===== src/rtl/ss_pkg.sv =====
// Shared types and constants for the stochastic-to-binary deconverter.
package ss_pkg;

    localparam int SS_WINDOW_LOG2 = 8;
    localparam int SS_RESULT_MAX  = 255;

    typedef enum logic [1:0] {
        IDLE   = 2'd0,
        WARMUP = 2'd1,
        ACCUM  = 2'd2,
        DONE   = 2'd3
    } ss_state_e;

    // A full window of ones counts 256, one past what 8 bits can hold.
    function automatic logic [SS_WINDOW_LOG2-1:0] ss_saturate(
        input logic [SS_WINDOW_LOG2:0] cnt
    );
        if (cnt > (SS_WINDOW_LOG2+1)'(SS_RESULT_MAX))
            return SS_WINDOW_LOG2'(SS_RESULT_MAX);
        return cnt[SS_WINDOW_LOG2-1:0];
    endfunction

endpackage


===== src/rtl/ss_ones_counter.sv =====
// Ones-count and sample counter for one accumulation window.
module ss_ones_counter
    import ss_pkg::*;
(
    input  logic                    clk,
    input  logic                    rst,
    input  logic                    clr_i,
    input  logic                    en_i,
    input  logic                    z_i,
    output logic [SS_WINDOW_LOG2:0] ones_o,
    output logic                    wrap_o
);

    logic [SS_WINDOW_LOG2-1:0] samp_q, samp_d;
    logic [SS_WINDOW_LOG2:0]   ones_q, ones_d;

    always_comb begin
        samp_d = samp_q;
        ones_d = ones_q;
        if (clr_i) begin
            samp_d = '0;
            ones_d = '0;
        end else if (en_i) begin
            samp_d = samp_q + SS_WINDOW_LOG2'(1);
            ones_d = ones_q + {{SS_WINDOW_LOG2{1'b0}}, z_i};
        end
    end

    always_ff @(posedge clk or negedge rst) begin
        if (!rst) begin
            samp_q <= '0;
            ones_q <= '0;
        end else begin
            samp_q <= samp_d;
            ones_q <= ones_d;
        end
    end

    // The 255->0 wrap marks the last sample of the window.
    assign wrap_o = en_i && !clr_i && (samp_q == '1);
    assign ones_o = ones_q;

endmodule


===== src/rtl/ss_deconverter_8bit.sv =====
// Converts a 256-cycle stochastic bitstream window to an 8-bit estimate.
// Optional warm-up phase: define SS_DECONV_WARMUP_EN.
module ss_deconverter_8bit
    import ss_pkg::*;
#(
    parameter int WARMUP_CYCLES = 16
) (
    input  logic       clk,
    input  logic       rst,
    input  logic       start,
    input  logic       clear,
    input  logic       z_ss,
    output logic       busy,
    output logic [7:0] result,
    output logic       valid
);

    if (WARMUP_CYCLES < 1 || WARMUP_CYCLES > 255) begin : g_cfg_chk
        $error("WARMUP_CYCLES must be in 1..255");
    end

    ss_state_e state_q, state_d;
    logic [7:0] result_q, result_d;
    logic       valid_q, valid_d;
    logic [SS_WINDOW_LOG2:0] ones;
    logic       wrap;
    logic       cnt_clr;
    logic       warm_done;

`ifdef SS_DECONV_WARMUP_EN
    localparam logic [7:0] WARM_LAST = 8'(WARMUP_CYCLES - 1);
    logic [7:0] wcnt_q, wcnt_d;

    assign wcnt_d    = (state_q == WARMUP && !clear) ? wcnt_q + 8'd1 : 8'd0;
    assign warm_done = (wcnt_q == WARM_LAST);

    always_ff @(posedge clk or negedge rst) begin
        if (!rst) wcnt_q <= 8'd0;
        else      wcnt_q <= wcnt_d;
    end
`else
    assign warm_done = 1'b0;
`endif

    // Counters stay zeroed until ACCUM and hold through DONE for the load.
    assign cnt_clr = clear || state_q == IDLE || state_q == WARMUP;

    ss_ones_counter u_cnt (
        .clk    (clk),
        .rst    (rst),
        .clr_i  (cnt_clr),
        .en_i   (state_q == ACCUM),
        .z_i    (z_ss),
        .ones_o (ones),
        .wrap_o (wrap)
    );

    always_comb begin
        state_d  = state_q;
        result_d = result_q;
        valid_d  = 1'b0;
        case (state_q)
            IDLE: begin
                if (start) begin
`ifdef SS_DECONV_WARMUP_EN
                    state_d = WARMUP;
`else
                    state_d = ACCUM;
`endif
                end
            end
            WARMUP: if (warm_done) state_d = ACCUM;
            ACCUM:  if (wrap) state_d = DONE;
            DONE: begin
                state_d  = IDLE;
                result_d = ss_saturate(ones);
                valid_d  = 1'b1;
            end
            default: state_d = IDLE;
        endcase
        if (clear) begin
            state_d  = IDLE;
            result_d = result_q;
            valid_d  = 1'b0;
        end
    end

    always_ff @(posedge clk or negedge rst) begin
        if (!rst) begin
            state_q  <= IDLE;
            result_q <= 8'd0;
            valid_q  <= 1'b0;
        end else begin
            state_q  <= state_d;
            result_q <= result_d;
            valid_q  <= valid_d;
        end
    end

    assign busy   = (state_q != IDLE);
    assign result = result_q;
    assign valid  = valid_q;

endmodule


===== config.mk =====
export PLATFORM = sky130hd
export DESIGN_NAME = ss_deconverter_8bit
export DESIGN_NICKNAME = d
export VERILOG_FILES = /design/src/rtl/ss_pkg.sv /design/src/rtl/ss_ones_counter.sv /design/src/rtl/ss_deconverter_8bit.sv
export SDC_FILE = /design/constraint.sdc
export NUM_CORES = 1
export LEC_CHECK = 0
export CELL_PAD_IN_SITES_DETAIL_PLACEMENT = 1
export CELL_PAD_IN_SITES_GLOBAL_PLACEMENT = 1
export CORE_ASPECT_RATIO = 0.8
export CORE_UTILIZATION = 45
export DETAILED_ROUTE_END_ITERATION = 16
export PLACE_DENSITY_LB_ADDON = 0.1
export SLEW_MARGIN = 5
export SYNTH_ARGS = -nofsm -noshare
export SYNTH_HDL_FRONTEND = slang
export SYNTH_SLANG_ARGS = --single-unit

===== constraint.sdc =====
create_clock -name clk -period 3.1 [get_ports clk]
set_input_delay 0.465 -clock clk [delete_from_list [all_inputs] [get_ports clk]]
set_output_delay 0.465 -clock clk [all_outputs]
set_load 0.01 [all_outputs]

# Yosys cells after proc, flatten, opt, wreduce, memory -nomap -nowiden
# Cells that the tools add are included.
# classes
addsub	2
mul	0
n_div	0
magnitude_cmp	1
eq_ne	7
n_shift	0
mux	14
bitwise	1
n_reduce_logical	10
# op_table
operator	n
8-bit 2-to-1 mux	4
9-bit 2-to-1 mux	2
9-bit by 1-bit adder with 9-bit output	1
9-bit by 8-bit greater-than comparator with 1-bit output (second input constant)	1
8-bit by 1-bit adder with 8-bit output (second input constant)	1
8-bit == test (second input constant)	1
2-bit 2-to-1 mux	3
3-bit inequality test (second input constant)	2
2-bit one-hot mux with 3 select lines	1
2-bit == test (second input constant)	2
1-bit 2-to-1 mux	4
2-bit nonzero test	2
3-bit AND reduction	1
2-bit by 1-bit == test with 1-bit output (second input constant)	1
1-bit logical AND	2
2-bit zero test	1
1-bit logical OR	2
2-bit inequality test (second input constant)	1
2-bit AND reduction	1
1-bit zero test	1
1-bit NOT	1
# totals
ff_bits	28
latch_bits	0
mem_bits_rw	0
romBits	0
inputBits	5
out_inout_bits	10
elab_cells	40
mem_count	0

# Depth between registers and ports, before layout
# logic_depth
word_depth	9
depth_mapped	5
ltp_nobuf	5

# Cells and area by module
# Synthesis repeated with hierarchy kept, for this count alone.
# hier_totals
hier_cells	126
area_unflattened_um2	1323.8
# by_module_without_submodules
module	n_inst	cells_each	area_per_inst_um2	seq_area_each_um2
ss_ones_counter	1	80	838.3	425.4
ss_deconverter_8bit	1	46	485.5	275.3

# Worst setup path after synthesis
# No wires, ideal clock.
# synth_timing
kind	input to register
start	input port z_ss
end	register u_cnt.ones_q[8] (netlist: u_cnt.ones_o[8])
arrival_ns	1.370
required_time_ns	3.022
slack_ns	1.653
cell_stages	5
path_buffers	0
cell_sequence	ha_1 > ha_1 > nand4_1 > or3_1 > a21oi_1
# synth_via
elab_chain_len	3
# synth_lines
item	line	text
start: declaration	ss_deconverter_8bit.sv:12	input logic z_ss,
9-bit by 1-bit adder with 9-bit output	ss_ones_counter.sv:25	ones_d = ones_q + {{SS_WINDOW_LOG2{1'b0}}, z_i};
9-bit 2-to-1 mux	ss_ones_counter.sv:23	end else if (en_i) begin
9-bit 2-to-1 mux	ss_ones_counter.sv:20	if (clr_i) begin
end signal: assignment	ss_ones_counter.sv:35	ones_q <= ones_d;
end: declaration	ss_ones_counter.sv:15	logic [SS_WINDOW_LOG2:0] ones_q, ones_d;
# Every way passes these cells. The select of a mux whose other input is x is not followed.
# A chain may end at the register's enable or synchronous reset.

# Worst setup path after layout
# layout_timing
start	register state_q[0]
end	output port busy
# layout_via
elab_chain_len	1
# layout_lines
item	line	text
start: declaration	ss_deconverter_8bit.sv:22	ss_state_e state_q, state_d;
start signal: assignment	ss_deconverter_8bit.sv:94	state_q <= state_d;
2-bit nonzero test	ss_deconverter_8bit.sv:100	assign busy = (state_q != IDLE);
end: declaration	ss_deconverter_8bit.sv:13	output logic busy,
# Every way passes these cells.

==> results.ini <==
[yosys]
synth_seq_area_share=0.543
synth_xor_area_frac=0.0475
synthesis.instances=127
yosys.area_share.simple=0.236
synth-seq-cells=28
ys.warnings.count=0
synth_top_area_share=0.543
syn-cell-area_um2=1290
synth_top_family_by_area=simple AND/OR/NAND/NOR gates
syn_avg_cell_area_um2=10.2
synth_compound_gate_area_share=0.0980
netlist.top_cell.by_area=dfrtp_1
synth_cell_types=26
synth.top_cells.by_area=dfrtp_1 54%, nor2_1 5.5%, o21ai_0 5.4%, xor2_1 3.4%, ha_1 2.9%
muxShareOfSynthArea=0.0233
synth_nets=135
synth_fa_ha_area_frac=0.0291

[floorplan]
initial_utilization=0.500
core_um2=2580
die_width_um=61.9
ios=15
die_h_um=49.9
num_rows=16
dieArea_um2=3090

[power_and_ir_drop]
vdd_drop_max_v=0.000307
finalPower_mw=0.638
leakage_nw=0.650
powerDensity_nw_per_um2=421

[finish]
drive_gt1_frac=0.0496
area_growth_pct=17.3
final_nets=150
post-route-util=0.586
final_area_um2=1510
diodes=0
layout_common_cells=28 x dfrtp_1, 19 x nor2_1, 14 x o21ai_0, 14 x clkdlybuf4s50_1, 10 x nand2_1
layout_commonest_cell=dfrtp_1

[clock_tree]
clockBufferDepth=2
hold_buffers=0
postCtsSetupBuffers=0
cts_resized=0
cts_made_buffers=3
clock-sinks=28
root_buffer=clkbuf_4
clk_pin_slew_worst_paths_ns=0.15
h-tree-depth=1
insertion_delay_ns=0.33
cts_tree=built

[drt]
firstDrtPassIters=4
routedWlPerCell_um=15.9
wl_um=2820
via_per_inst=5.40
num_vias=956
initialDrtViolationCount=27
drc_errors=0
ant_nets=0

[worst_setup_path]
cpPeakStageDelay_ns=0.62
crit_fanout=17
arrival_ns=1.80
required_ns=2.63
cp-end-kind=output pin
crit_chain=or2_2 -> clkdlybuf4s50_1
critPathKind=reg2out
startpoint_type=flop
slowest_stage=dfrtp_1

[global_route]
grt_max_degree=29
grt_usage=0.223
antenna_found_initial=0
gr-total-overflow=0
grt_pass1_vias=1036
grt_pass1_wl_um=4950

[sta]
finalCritPeriodShare=0.730
rsz0062_at_grt=no
hold_slack_ns=0.494
tns_ns=0
slew_headroom=0.566
maxSlewViolCount=0
setup_violations=0
hold_violations=0
fmax_mhz=442
tightest_slew_ns=0.651
period_needed_ns=2.26
fin_skew_ns=0.00889

[placement]
place_area_um2=1460
dp_hpwl_um=1990
gp_congestion=0.740
port_buffers=14

[hold_path]
hp-class=in2async

[flow_run]
maxCapViolations=0

[status]
status=finished clean

state kept, by name, summed over array words and instances, names as in the netlist:
name	flops
u_cnt.samp_q	8
result	8
u_cnt.ones_o	9
state_q	2
valid	1
routing by layer:
layer / part of all wire / up-vias / GRT usage
met5: 0 / - / 0
met4: 0.0043 / 0 / 0.0407
met3: 0.038 / 2 / 0.0577
met2: 0.45 / 19 / 0.348
met1: 0.50 / 469 / 0.314
li1: - / 466 / -
Yosys cell counts:
library cell	instances
dfrtp_1	28
or3_1	6
buf_1	1
nor2_1	19
nand2b_1	4
o32ai_1	1
buf_2	3
nand3_1	2
xor2_1	5
nor2b_1	3
nand4b_1	4
nor3_1	1
or2_2	1
nand4_1	3
nand2_1	10
inv_1	2
a21oi_1	6
o311ai_0	1
clkbuf_1	1
mux2i_1	3
nand4b_4	1
o21ai_0	14
nand3b_1	2
xnor2_1	2
ha_1	3
o41ai_1	1
worst max-delay path, delay by kind of cell, from the launching register on:
kind          cells  cell delay (ns)
buf+inv           1             0.47
flops             1             0.62
simple gates      1             0.38
kinds of logic (layout without fill, tap and decap cells):
family                     count (synthesis)  after routing
muxes                                      3              3
buffers and inverters                      7             21
DFF                                       28             28
xor gates and xnor gates                   7              7
and+or+nand+nor                           56             56
adders and majority gates                  3              3
AOI/OAI and AO/OA                         23             23
area by class of cell:
cell class	instances	area, um^2
clock buffer	3	22.5
clock inverter	1	30.0
timing repair buffer	15	148
inverter	2	7.51
fill	291	1070
tap	36	45.0
multi-input combinational	92	559
sequential	28	701
stage by stage:
stage | instances | setup WS, ns
after floorplan | 127 | 1.65
after global placement | 173 | 1.11
after detailed placement | 173 | 1.06
after CTS | 177 | 0.811
after global routing | 177 | 0.731
final | 177 | 0.836
report_power, final:
group | total (mW) | switching (mW) | internal, mW
sequential | 0.371 | 0.00359 | 0.368
combinational | 0.0285 | 0.0168 | 0.0117
clock | 0.238 | 0.107 | 0.131
total | 0.638 | 0.127 | 0.510
path summary, 6_finish.rpt:
| path | start | endpoint | slack (ns) | cells past startpoint |
|---|---|---|---|---|
| worst max register to register | state_q[0]$_DFFE_PN0P_ | result[3]$_DFFE_PN0P_ | 1.45 | 3 |
| max in group asynchronous | rst | u_cnt.samp_q[5]$_DFFE_PN0P_ | 2.33 | 2 |
| min in group clk | result[6]$_DFFE_PN0P_ | result[6]$_DFFE_PN0P_ | 0.50 | 2 |
| worst min-delay path | rst | state_q[0]$_DFFE_PN0P_ | 0.49 | 2 |
| worst min register to register | result[6]$_DFFE_PN0P_ | result[6]$_DFFE_PN0P_ | 0.50 | 2 |
| worst max-delay path | state_q[0]$_DFFE_PN0P_ | busy | 0.84 | 2 |
Power figures use the tool's default switching activity.
